`config.mk`:
```
export PLATFORM = sky130hd
export DESIGN_NAME = time_setter
export DESIGN_NICKNAME = d
export VERILOG_FILES = /design/src/rtl/time_setter.sv
export SDC_FILE = /design/constraint.sdc
export NUM_CORES = 1
export LEC_CHECK = 0
export ABC_AREA = 1
export ABC_CLOCK_PERIOD_IN_PS = 3400
export CORE_UTILIZATION = 60
export DETAILED_ROUTE_END_ITERATION = 8
export GPL_TIMING_DRIVEN = 1
export PLACE_DENSITY = 0.84
export REMOVE_ABC_BUFFERS = 1
export SLEW_MARGIN = 20
export SYNTH_ARGS = -nofsm -noshare
export SYNTH_HDL_FRONTEND = slang
export SYNTH_SLANG_ARGS = --single-unit
```
`constraint.sdc`:
```
create_clock -name clk -period 3.4 [get_ports clk]
set_clock_uncertainty 0.05 [all_clocks]
set_input_delay 0.85 -clock clk [delete_from_list [all_inputs] [get_ports clk]]
set_output_delay 0.85 -clock clk [all_outputs]
set_load 0.005 [all_outputs]
```
`src/rtl/time_setter.sv`:
```
// time_setter: debounced three-button HH:MM:SS editor that loads a new time into a clock.
// Optional hold-to-repeat on inc/dec is enabled by defining TIME_SETTER_AUTO_REPEAT_EN.
module time_setter #(
  parameter int unsigned DEBOUNCE_CYCLES = 4,
  parameter int unsigned BLINK_DIV       = 8,
  parameter int unsigned REPEAT_DELAY    = 16,
  parameter int unsigned REPEAT_RATE     = 4
) (
  input  logic       clk,
  input  logic       reset,
  input  logic       btn_mode,
  input  logic       btn_inc,
  input  logic       btn_dec,
  input  logic [5:0] cur_hours,
  input  logic [5:0] cur_minutes,
  input  logic [5:0] cur_seconds,
  output logic       set_mod,
  output logic [5:0] set_hours,
  output logic [5:0] set_minutes,
  output logic [5:0] set_seconds,
  output logic       editing,
  output logic [1:0] field_sel,
  output logic       field_blink
);

  localparam logic [7:0]  DbLast    = 8'(DEBOUNCE_CYCLES - 1);
  localparam logic [15:0] BlinkLast = 16'(BLINK_DIV - 1);
  localparam logic [5:0]  HourMax   = 6'd23;
  localparam logic [5:0]  MinSecMax = 6'd59;

  typedef enum logic [2:0] {
    StIdle,
    StEditH,
    StEditM,
    StEditS,
    StCommit
  } state_e;

  if (DEBOUNCE_CYCLES == 0 || DEBOUNCE_CYCLES > 255) begin : g_bad_debounce
    $error("DEBOUNCE_CYCLES must be in 1..255");
  end
  if (BLINK_DIV == 0) begin : g_bad_blink
    $error("BLINK_DIV must be at least 1");
  end
  if (REPEAT_DELAY == 0 || REPEAT_RATE == 0) begin : g_bad_repeat
    $error("REPEAT_DELAY and REPEAT_RATE must be at least 1");
  end

  // Button index: 0 = mode, 1 = inc, 2 = dec.
  logic [2:0] raw_btn;
  logic [2:0] sync1_q;
  logic [2:0] sync2_q;
  logic [2:0] level_q;
  logic [2:0] press_q;
  logic [7:0] db_cnt_q [3];

  assign raw_btn = {btn_dec, btn_inc, btn_mode};

  // A level flips only after DEBOUNCE_CYCLES consecutive differing samples.
  always_ff @(posedge clk or negedge reset) begin
    if (!reset) begin
      sync1_q <= '0;
      sync2_q <= '0;
      level_q <= '0;
      press_q <= '0;
      for (int i = 0; i < 3; i++) db_cnt_q[i] <= '0;
    end else begin
      sync1_q <= raw_btn;
      sync2_q <= sync1_q;
      press_q <= '0;
      for (int i = 0; i < 3; i++) begin
        if (sync2_q[i] != level_q[i]) begin
          if (db_cnt_q[i] == DbLast) begin
            level_q[i]  <= sync2_q[i];
            press_q[i]  <= sync2_q[i];
            db_cnt_q[i] <= '0;
          end else begin
            db_cnt_q[i] <= db_cnt_q[i] + 8'd1;
          end
        end else begin
          db_cnt_q[i] <= '0;
        end
      end
    end
  end

  logic mode_ev;
  logic inc_ev;
  logic dec_ev;

  assign mode_ev = press_q[0];

`ifdef TIME_SETTER_AUTO_REPEAT_EN
  localparam logic [15:0] RepDelay = 16'(REPEAT_DELAY);
  localparam logic [15:0] RepRate  = 16'(REPEAT_RATE);

  // Index 0 = inc, 1 = dec. cnt_q counts cycles since the last event of that button.
  logic [1:0]  rep_fast_q;
  logic [15:0] rep_cnt_q [2];
  logic [1:0]  rep_pulse;

  always_comb begin
    rep_pulse = '0;
    for (int j = 0; j < 2; j++) begin
      rep_pulse[j] = level_q[j+1] && !press_q[j+1] &&
                     (rep_cnt_q[j] == (rep_fast_q[j] ? RepRate : RepDelay));
    end
  end

  always_ff @(posedge clk or negedge reset) begin
    if (!reset) begin
      rep_fast_q <= '0;
      for (int j = 0; j < 2; j++) rep_cnt_q[j] <= '0;
    end else begin
      for (int j = 0; j < 2; j++) begin
        if (!level_q[j+1]) begin
          rep_cnt_q[j]  <= '0;
          rep_fast_q[j] <= 1'b0;
        end else if (press_q[j+1]) begin
          rep_cnt_q[j]  <= 16'd1;
          rep_fast_q[j] <= 1'b0;
        end else if (rep_pulse[j]) begin
          rep_cnt_q[j]  <= 16'd1;
          rep_fast_q[j] <= 1'b1;
        end else begin
          rep_cnt_q[j]  <= rep_cnt_q[j] + 16'd1;
        end
      end
    end
  end

  assign inc_ev = press_q[1] | rep_pulse[0];
  assign dec_ev = press_q[2] | rep_pulse[1];
`else
  assign inc_ev = press_q[1];
  assign dec_ev = press_q[2];
`endif

  // Out-of-range values snap to 0 on any single step; inc+dec together is a no-op.
  function automatic logic [5:0] step_field(input logic [5:0] val, input logic [5:0] max_val,
                                            input logic up, input logic down);
    if (up == down) return val;
    if (val > max_val) return 6'd0;
    if (up) return (val == max_val) ? 6'd0 : val + 6'd1;
    return (val == 6'd0) ? max_val : val - 6'd1;
  endfunction

  logic [5:0] adj_hours;
  logic [5:0] adj_minutes;
  logic [5:0] adj_seconds;

  always_comb begin
    adj_hours   = step_field(set_hours, HourMax, inc_ev, dec_ev);
    adj_minutes = step_field(set_minutes, MinSecMax, inc_ev, dec_ev);
    adj_seconds = step_field(set_seconds, MinSecMax, inc_ev, dec_ev);
  end

  state_e      state_q;
  logic [15:0] blink_cnt_q;
  logic        blink_wrap;

  assign blink_wrap = (blink_cnt_q == BlinkLast);

  always_ff @(posedge clk or negedge reset) begin
    if (!reset) begin
      state_q     <= StIdle;
      set_mod     <= 1'b0;
      editing     <= 1'b0;
      field_sel   <= 2'd0;
      field_blink <= 1'b0;
      blink_cnt_q <= '0;
      set_hours   <= '0;
      set_minutes <= '0;
      set_seconds <= '0;
    end else begin
      set_mod     <= 1'b0;
      field_blink <= field_blink ^ blink_wrap;
      blink_cnt_q <= blink_wrap ? '0 : blink_cnt_q + 16'd1;
      unique case (state_q)
        StIdle: begin
          field_blink <= 1'b0;
          blink_cnt_q <= '0;
          if (mode_ev) begin
            state_q     <= StEditH;
            set_hours   <= cur_hours;
            set_minutes <= cur_minutes;
            set_seconds <= cur_seconds;
            editing     <= 1'b1;
            field_sel   <= 2'd1;
            field_blink <= 1'b1;
          end
        end
        StEditH: begin
          if (mode_ev) begin
            state_q     <= StEditM;
            field_sel   <= 2'd2;
            field_blink <= 1'b1;
            blink_cnt_q <= '0;
          end else if (adj_hours != set_hours) begin
            set_hours   <= adj_hours;
            field_blink <= 1'b1;
            blink_cnt_q <= '0;
          end
        end
        StEditM: begin
          if (mode_ev) begin
            state_q     <= StEditS;
            field_sel   <= 2'd3;
            field_blink <= 1'b1;
            blink_cnt_q <= '0;
          end else if (adj_minutes != set_minutes) begin
            set_minutes <= adj_minutes;
            field_blink <= 1'b1;
            blink_cnt_q <= '0;
          end
        end
        StEditS: begin
          if (mode_ev) begin
            state_q     <= StCommit;
            set_mod     <= 1'b1;
            field_sel   <= 2'd0;
            field_blink <= 1'b0;
            blink_cnt_q <= '0;
          end else if (adj_seconds != set_seconds) begin
            set_seconds <= adj_seconds;
            field_blink <= 1'b1;
            blink_cnt_q <= '0;
          end
        end
        StCommit: begin
          state_q     <= StIdle;
          editing     <= 1'b0;
          field_blink <= 1'b0;
          blink_cnt_q <= '0;
        end
        default: begin
          state_q     <= StIdle;
          editing     <= 1'b0;
          field_sel   <= 2'd0;
          field_blink <= 1'b0;
          blink_cnt_q <= '0;
        end
      endcase
    end
  end

endmodule

```
==> results.py <==
metrics = {
    "pwr": {
        "clkPwrFrac_pct": 18.4,
        "p_comb_share_pct": 42.7,
        "max-vdd-ir-drop_mv": 0.574,
        "p_per_area_nw_per_um2": 698,
        "power.internal_mw": 2.17,
        "power_switching_mw": 1.59,
        "leakage_nw": 2.51,
        "switching_share_pct": 42.3,
        "p_seq_share_pct": 38.9,
    },
    "timing": {
        "hold_viol": 0,
        "slew_viol_final": 0,
        "post-route-period-util_pct": 72.2,
        "slew_headroom_pct": 36.6,
        "finalSetupViolCount": 0,
        "min_period_ns": 2.45,
        "rsz0062_at_grt": "false",
        "max_freq_ghz": 0.408,
        "setup_tns_ns": 0,
        "worstMarginPinSlew_ns": 0.951,
    },
    "floorplan": {
        "ios": 46,
        "initial_core_util_pct": 63.4,
        "core-area_um2": 7410,
        "row_count": 31,
        "die_x_um": 90.5,
        "die_area_um2": 8180,
        "dieHeight_um": 90.5,
    },
    "worst_setup_path": {
        "cp_max_fo": 13,
        "cp.required_ns": 2.50,
        "r2r_start": "press_q[1]$_DFF_PN0_",
        "startpoint_type": "flop",
        "path_buf_inv": 1,
        "critical_path.cell_chain": "clkdlybuf4s50_1",
        "ff2ff_path_depth": 6,
        "rrSetupSlack_ns": 1.21,
        "endpoint_kind": "output pin",
        "r2r_end": "blink_cnt_q[6]$_DFF_PN0_",
        "crit_path_max_incr_delay_ns": 0.62,
        "crit_arrival_ns": 1.55,
        "cpLargestDelayFamily": "flip-flops",
        "cp_slowest_cell": "dfrtp_1",
        "startpoint": "set_seconds[2]$_DFFE_PN0P_",
        "path_class": "reg2out",
    },
    "finish": {
        "drive_gt1_share_pct": 6.79,
        "stdcell_area_um2": 5390,
        "layout_common_cells": "149 x nand2_1, 84 x nor2_1, 78 x dfrtp_1",
        "layout.nets": 720,
        "antenna_cells": 0,
        "layout-area-overhead-vs-synth_pct": 14.8,
        "final_common_cell": "nand2_1",
    },
    "clock_network": {
        "cts_inserted_buffers": 9,
        "clock_path_buffers": 2,
        "clkLatencyLatePin_ns": 0.35,
        "post-cts-setup-buffers": 0,
        "cts_root_buffer": "clkbuf_8",
        "cts_tree": "done",
        "clk_pin_slew_ns": 0.08,
        "cts_max_level": 3,
        "cts_sinks": 78,
        "ctsResizeCount": 0,
        "hold_buffers": 0,
    },
    "route": {
        "via_per_inst": 5.62,
        "totalWireLength_mm": 10.8,
        "drcViolationCount": 0,
        "ant_nets": 0,
        "wl_per_cell_um": 13.6,
        "first_pass_iters": 5,
        "vias": 4448,
        "drt_iter0_markers": 296,
    },
    "global_route": {
        "grt_pass1_vias": 4193,
        "grt_first_pass_wirelength_mm": 18.5,
        "grt_max_degree": 79,
        "overflow": 0,
        "antenna_found_initial": 0,
        "grt_usage_pct": 27.8,
    },
    "logic_synthesis": {
        "avgSynthCellArea_um2": 7.29,
        "async_reset_ff_share_pct": 100,
        "synth_area_um2": 4690,
        "yosysWarnings": 0,
        "netlist-cell-type-count": 30,
        "netlist_instances": 644,
        "yosys.area.top_type": "dfrtp_1",
        "ys_seq_area_share_pct": 41.6,
        "synth_edf_count": 0,
        "ys.flop_type": "dfrtp_1",
        "synth_top_cell_area_share_pct": 41.6,
        "ys_top_cells_by_area": "dfrtp_1 42%, nand2_1 12%, nand3_1 7.9%",
        "synth_seq_cells": 78,
    },
    "placed_design": {
        "dpl-instance-area_um2": 5190,
        "place_congestion": 0.972,
        "portBuffers": 45,
        "dp_hpwl_mm": 7.97,
    },
    "hold_path": {
        "min_path_type": "reg2reg",
        "worstHoldPathCells": 0,
        "holdCritStartpoint": "sync1_q[0]$_DFF_PN0_",
        "whs_endpoint": "sync2_q[0]$_DFF_PN0_",
    },
    "run_status": {
        "status": "completed",
    },
    "run": {
        "maxCapViolations": 0,
    },
}
metal layers:
| metal | GRT usage [%] | wire length (um) | vias to the layer above |
|---|---|---|---|
| met5 | 0 | 0 | - |
| met4 | 10.3 | 176 | 0 |
| met1 | 36.2 | 4690 | 2080 |
| li1 | - | - | 2180 |
| met2 | 46.3 | 5260 | 171 |
| met3 | 5.30 | 658 | 17 |
how the worst max path moves through the flow:
stage | end | depth (start not counted) | slack (ns)
2_1_floorplan | blink_cnt_q[13]$_DFF_PN0_ | 6 | 1.65
4_1_cts | set_seconds[2] | 1 | 0.95
3_3_place_gp | set_seconds[2]$_DFFE_PN0P_ | 10 | 1.30
5_1_grt | set_seconds[2] | 1 | 0.87
3_5_place_dp | blink_cnt_q[6]$_DFF_PN0_ | 6 | 1.23
6_report | set_seconds[2] | 1 | 0.95
worst register-to-register path, stage by stage (launching register included):
cell and delay, ns:
dfrtp_1 0.73, nand2_1 0.19, nand2_4 0.21, inv_2 0.16
a2111oi_4 0.25, nand3_2 0.33, nor2_1 0.20
synth_stat cells (3+ instances only):
cell and number:
nor4_1 7, ha_1 10, buf_2 8, clkbuf_1 3, nand4_1 21, a21oi_1 15
nor3_1 17, inv_2 6, nor2_1 84, nand2_1 149, o21ai_0 32, o211ai_1 6
a31oi_1 3, xnor2_1 7, nand3b_1 5, or2_2 16, nand3_1 74, xor2_1 16
dfrtp_1 78, inv_1 75
flip-flops by register name (all words and copies together) (netlist names), 2 cells and up:
name	cells
field_sel	2
set_seconds	6
sync2_q	3
level_q	3
set_minutes	6
set_hours	6
press_q	3
blink_cnt_q	16
db_cnt_q	24
state_q	3
sync1_q	3
stage by stage:
stage / hold WS (ns) / std cells / worst slack, ns / total power [mW] / utilization (%)
final: 0.305 / 791 / 0.946 / 3.76 / 72.8
after global routing: 0.310 / 791 / 0.872 / 4.04 / 72.8
after CTS: 0.306 / 791 / 0.954 / 3.76 / 72.8
after detailed placement: 0.287 / 775 / 1.23 / 3.06 / 70.1
after global placement: 0.282 / 775 / 1.30 / 3.00 / 70.1
after floorplan: 0.281 / 631 / 1.65 / 2.43 / -
power by group through the flow:
stage | Sequential, mW | Combinational (mW) | Clock [mW]
floorplan | 1.40 | 1.03 | 0
global placement | 1.46 | 1.54 | 0
detailed placement | 1.47 | 1.59 | 0
CTS | 1.45 | 1.60 | 0.708
global route | 1.50 | 1.79 | 0.746
finish | 1.46 | 1.61 | 0.694
logic make-up (layout without fill, tap and decap cells):
logic type,after synthesis,in the layout,share of synthesized area [%]
buf+inv,96,144,8.26
flops,78,78,41.6
compound gates,59,59,7.28
xor+xnor,23,23,4.29
simple gates,378,378,35.9
fa+ha+maj,10,10,2.67
area by class of cell:
type | count | area, um2
inverters | 83 | 314
flip-flops and latches | 78 | 1950
clock buffers | 9 | 124
clock inverters | 7 | 73.8
multi-input cells | 470 | 2350
fillers | 600 | 2020
repair buffers | 45 | 448
well taps | 99 | 124
(Power assumes the default switching activity.)
